## config.mk

```make
export PLATFORM = sky130hd
export DESIGN_NAME = ysyx_24110026_wbu
export DESIGN_NICKNAME = d
export VERILOG_FILES = /design/src/rtl/ysyx_24110026_wbu.sv
export SDC_FILE = /design/constraint.sdc
export NUM_CORES = 1
export LEC_CHECK = 0
export ABC_AREA = 1
export CAP_MARGIN = 40
export CORE_AREA = 3 3 117 119
export CTS_CLUSTER_DIAMETER = 100
export CTS_CLUSTER_SIZE = 20
export DETAILED_ROUTE_END_ITERATION = 6
export DIE_AREA = 0 0 120 122
export HOLD_SLACK_MARGIN = 0.03
export SYNTH_ARGS = -nofsm -noshare
export SYNTH_HDL_FRONTEND = slang
export SYNTH_SLANG_ARGS = --single-unit
```

## constraint.sdc

```tcl
create_clock -name clk -period 1.4 [get_ports clk]
set_input_delay 0.14 -clock clk [delete_from_list [all_inputs] [get_ports clk]]
set_output_delay 0.14 -clock clk [all_outputs]
set_load 0.02 [all_outputs]
```

## src/rtl/ysyx_24110026_wbu.sv

```systemverilog
// Writeback unit: retires ALU results or waits for load data, then writes the regfile for one cycle.
// Optional feature macro: YSYX_24110026_WBU_MISALIGN_EN (flags misaligned LH/LHU/LW instead of writing).
module ysyx_24110026_wbu (
   input  logic        clk,
   input  logic        rst,
   input  logic        in_valid,
   output logic        in_ready,
   input  logic [4:0]  in_rd,
   input  logic [31:0] in_data,
   input  logic        in_is_load,
   input  logic [2:0]  in_funct3,
   input  logic        mem_rvalid,
   input  logic [31:0] mem_rdata,
   output logic        rf_en,
   output logic [4:0]  rf_waddr,
   output logic [31:0] rf_wdata,
   output logic        wb_done,
   output logic        busy,
   output logic [4:0]  busy_rd,
   output logic        wb_misalign
);

   typedef enum logic [1:0] {
      IDLE      = 2'd0,
      LOAD_WAIT = 2'd1,
      WRITE     = 2'd2
   } state_e;

   state_e      state_q;
   logic [4:0]  rd_q;
   logic [1:0]  off_q;
   logic [2:0]  f3_q;
   logic        rf_en_q;
   logic [4:0]  waddr_q;
   logic [31:0] wdata_q;
   logic        done_q;
   logic        mis_q;

   logic [7:0]  byte_d;
   logic [15:0] half_d;
   logic [31:0] load_data_d;
   logic        load_mis_d;

   assign in_ready    = (state_q == IDLE) & ~rst;
   assign busy        = (state_q != IDLE);
   assign busy_rd     = busy ? rd_q : '0;
   assign rf_en       = rf_en_q;
   assign rf_waddr    = waddr_q;
   assign rf_wdata    = wdata_q;
   assign wb_done     = done_q;
   assign wb_misalign = mis_q;

   // Lane selection from the latched byte offset of the load address.
   always_comb begin
      byte_d      = '0;
      half_d      = off_q[1] ? mem_rdata[31:16] : mem_rdata[15:0];
      load_data_d = '0;
      case (off_q)
         2'd0: byte_d = mem_rdata[7:0];
         2'd1: byte_d = mem_rdata[15:8];
         2'd2: byte_d = mem_rdata[23:16];
         default: byte_d = mem_rdata[31:24];
      endcase
      case (f3_q)
         3'b000: load_data_d = {{24{byte_d[7]}}, byte_d};
         3'b100: load_data_d = {24'h0, byte_d};
         3'b001: load_data_d = {{16{half_d[15]}}, half_d};
         3'b101: load_data_d = {16'h0, half_d};
         3'b010: load_data_d = mem_rdata;
         default: load_data_d = '0;
      endcase
`ifdef YSYX_24110026_WBU_MISALIGN_EN
      load_mis_d = ((f3_q[1:0] == 2'b01) && off_q[0]) ||
                   ((f3_q == 3'b010) && (off_q != 2'd0));
`else
      load_mis_d = 1'b0;
`endif
   end

   always_ff @(posedge clk) begin
      if (rst) begin
         state_q <= IDLE;
         rd_q    <= '0;
         off_q   <= '0;
         f3_q    <= '0;
         rf_en_q <= 1'b0;
         waddr_q <= '0;
         wdata_q <= '0;
         done_q  <= 1'b0;
         mis_q   <= 1'b0;
      end else begin
         case (state_q)
            IDLE: begin
               if (in_valid) begin
                  rd_q <= in_rd;
                  if (in_is_load) begin
                     off_q   <= in_data[1:0];
                     f3_q    <= in_funct3;
                     state_q <= LOAD_WAIT;
                  end else begin
                     waddr_q <= in_rd;
                     wdata_q <= in_data;
                     rf_en_q <= (in_rd != 5'd0);
                     done_q  <= 1'b1;
                     mis_q   <= 1'b0;
                     state_q <= WRITE;
                  end
               end
            end
            LOAD_WAIT: begin
               if (mem_rvalid) begin
                  waddr_q <= rd_q;
                  wdata_q <= load_data_d;
                  rf_en_q <= (rd_q != 5'd0) & ~load_mis_d;
                  mis_q   <= load_mis_d;
                  done_q  <= 1'b1;
                  state_q <= WRITE;
               end
            end
            WRITE: begin
               rf_en_q <= 1'b0;
               done_q  <= 1'b0;
               mis_q   <= 1'b0;
               state_q <= IDLE;
            end
            default: state_q <= IDLE;
         endcase
      end
   end

endmodule

```

==> results.sh <==
export IMPL_arrival_ns=1.70
export IMPL_cts_made_buffers=5
export IMPL_yosys_cell_types_count=28
export IMPL_clk_latency_ns=0.30
export IMPL_gp_congestion=0.9093
export IMPL_violations="setup timing"
export IMPL_final_min_clock_period_ns=1.520
export IMPL_final_max_slew_viol_count=0
export IMPL_max_vdd_ir_drop_mv=0.5888
export IMPL_grt_usage_pct=17.06
export IMPL_drtPass1Iterations=4
export IMPL_wirelength_um=12860
export IMPL_grt_pass1_wl_um=20480
export IMPL_hold_viol=0
export IMPL_antenna_left=0
export IMPL_gr_total_overflow=0
export IMPL_synthArstFlopShare_pct=0
export IMPL_dieArea_um2=14640
export IMPL_via_count=4427
export IMPL_cp_end_kind="flip-flop"
export IMPL_clkTransAtPathRegs_ns=0.08
export IMPL_synth_top_area_cell="dfxtp_1"
export IMPL_synth_cells=702
export IMPL_synthesis_area_um2=3811
export IMPL_path_common_cell="nand2_1"
export IMPL_diodes=0
export IMPL_clock_fmax_mhz=657.7
export IMPL_p_leak_nw=3.396
export IMPL_ys_warn_count=0
export IMPL_cts_max_path_buffers=2
export IMPL_regArea_um2=1027
export IMPL_drc=0
export IMPL_cts_tree="built"
export IMPL_cp_required_ns=1.58
export IMPL_place_ws_ns=-0.1620
export IMPL_grt_max_degree=38
export IMPL_setup_violations=42
export IMPL_clockRootBuffer="clkbuf_16"
export IMPL_hold_class="in2reg"
export IMPL_antenna_found_initial=0
export IMPL_cp_max_fo=17
export IMPL_die_x_um=120
export IMPL_status="complete, but fails checks"
export IMPL_io_pins=124
export IMPL_ys_ff_latch=51
export IMPL_h_tree_depth=2
export IMPL_cts_sinks=51
export IMPL_core_um2=12670
export IMPL_fill_cells=1377
export IMPL_synth_enable_flop_cells=0
export IMPL_area_growth_synth_to_final_pct=57.45
export IMPL_post_drt_wl_per_cell_um=12.64
export IMPL_syn_nets=783
export IMPL_setup_ws_ns=-0.1204
export IMPL_dp_hpwl_um=9807
export IMPL_crit_slowest_cell="dfxtp_4"
export IMPL_criticalPathCategory="reg2reg"
export IMPL_syn_area_per_cell_um2=5.429
export IMPL_synthTopCellsByArea="dfxtp_1 (27%), nand2_1 (22%), nor2_1 (13%)"
export IMPL_setup_tns_final_ns=-3.389
export IMPL_via_per_inst=4.353
export IMPL_crit_chain="buf_6, ha_4, inv_6, o22ai_4, inv_4, nand2_8, clkbuf_16, nand2_1, nand2_1, a21oi_1"
export IMPL_rows=41
export IMPL_drt_iter0_markers=310
export IMPL_ctsHoldBuffers=0
export IMPL_dp_cells=1005
export IMPL_cap_viol_max_count=0
export IMPL_skew_ns=0.01337
export IMPL_grt_pass1_vias=4257
export IMPL_chipHeight_um=122
export IMPL_min_period_over_period_pct=108.6
export IMPL_drive_above_1_share_pct=15.15
export IMPL_critPathMaxStageDelay_ns=0.37
export IMPL_synth_common_cells="nand2_1 (219), nor2_1 (134), inv_1 (117), dfxtp_1 (51), a21oi_1 (45)"
export IMPL_stdcell_count=1017
export IMPL_numPortBuffers=122
export IMPL_ys_seq_area_share_pct=26.79
export IMPL_power_density_nw_per_um2=1147
export IMPL_rsz0062_at_grt="true"
export IMPL_yosysMostFrequentCell="nand2_1"
export IMPL_initial_utilization_pct=30.08
export IMPL_hold_slack_ns=0.4812
export IMPL_final_nets=925
export IMPL_synth_top_area_share_pct=26.79
export IMPL_startpoint_type="flip-flop"
export IMPL_synth_flop_cell="dfxtp_1"
export IMPL_multiInputGateArea_um2=2281
[flip-flops by register name, summed over array words and instances (netlist names)]
register	count
state_q	2
rf_waddr	5
off_q	2
rd_q	5
rf_en	1
rf_wdata	32
wb_done	1
f3_q	3
[worst max-delay path: cells and delay by family (launching register included)]
family                   cells  cell delay [ns]
adder cells (fa/ha/maj)      1             0.17
AND/OR/NAND/NOR              3             0.23
AO/OA/AOI/OAI                2             0.21
buffers and inverters        4             0.42
flip-flops                   1             0.37
[repair_timing]
item | 4_1_cts | 5_1_grt
gates resized for setup | 60 | 64
setup buffers | 1 | 0
endpoints found under the setup margin | 60 | 80
gates cloned | 0 | 3
pin swaps | 4 | 3
[cell families after synthesis]
kind of cell / count (synthesis) / synth area share [%]
other cells: 1 / 0.09840
simple gates: 408 / 43.24
fa+ha+maj: 4 / 1.313
flops: 51 / 26.79
buf+inv: 162 / 18.09
compound gates: 76 / 10.47
[routing by layer]
metal / wire (µm) / global-route usage [%] / share of wire, %
met1: 6012 / 22.45 / 47
met2: 6038 / 29.26 / 47
met3: 620 / 2.739 / 4.8
met4: 186 / 4.223 / 1.4
met5: 0 / 0 / 0
[stage by stage]
step | area (µm²) | total power, mW | utilization [%]
after floorplan | 3897 | 3.869 | -
after global placement | 5525 | 5.216 | 43.61
after detailed placement | 5525 | 5.225 | 43.61
after CTS | 5754 | 6.716 | 45.41
after global routing | 6001 | 7.410 | 47.36
final | 6001 | 6.883 | 47.36
[placed cells by master, fill, tap and decap left out, drive strengths merged]
cell type | synthesis | layout
nor3 | 2 | 2
clkinv | 0 | 1
dlymetal6s2s | 0 | 28
bufinv | 0 | 1
ha | 4 | 4
buf | 27 | 54
inv | 125 | 126
clkbuf | 10 | 8
o22ai | 1 | 1
nand2 | 224 | 224
nand3 | 42 | 42
or2 | 1 | 1
conb | 1 | 1
dlygate4sd2 | 0 | 10
clkdlybuf4s50 | 0 | 77
nand4 | 2 | 2
a21oi | 45 | 45
nor2 | 137 | 137
o21ai | 29 | 29
dfxtp | 51 | 51
a31o | 1 | 1
[path summary, 6_finish.rpt]
path / cells after the start / slack (ns) / start / to
worst max-delay path: 10 / -0.12 / state_q[0]$_SDFFE_PP0P_ / rf_wdata[23]$_SDFFE_PP0P_
worst min-delay path: 3 / 0.48 / in_funct3[1] / f3_q[1]$_SDFFE_PP0P_
worst max register to register: 10 / -0.12 / state_q[0]$_SDFFE_PP0P_ / rf_wdata[23]$_SDFFE_PP0P_
worst min register to register: 2 / 0.49 / rf_waddr[1]$_SDFFE_PP0P_ / rf_waddr[1]$_SDFFE_PP0P_
[power breakdown]
group          leakage, nW  total [mW]  switching [mW]  internal (mW)
Sequential           0.423        1.90           0.157           1.74
Clock               0.0844        1.45           0.592          0.855
Combinational         2.89        3.54            1.97           1.56
[area by class of cell]
type	instances	area share, %
sequential	51	17.12
tap	172	3.586
inverter	125	8.194
clock inverter	3	0.7923
multi-input combinational	489	38.01
clock buffer	5	2.085
timing repair buffer	172	30.21
(Power assumes the default switching activity.)
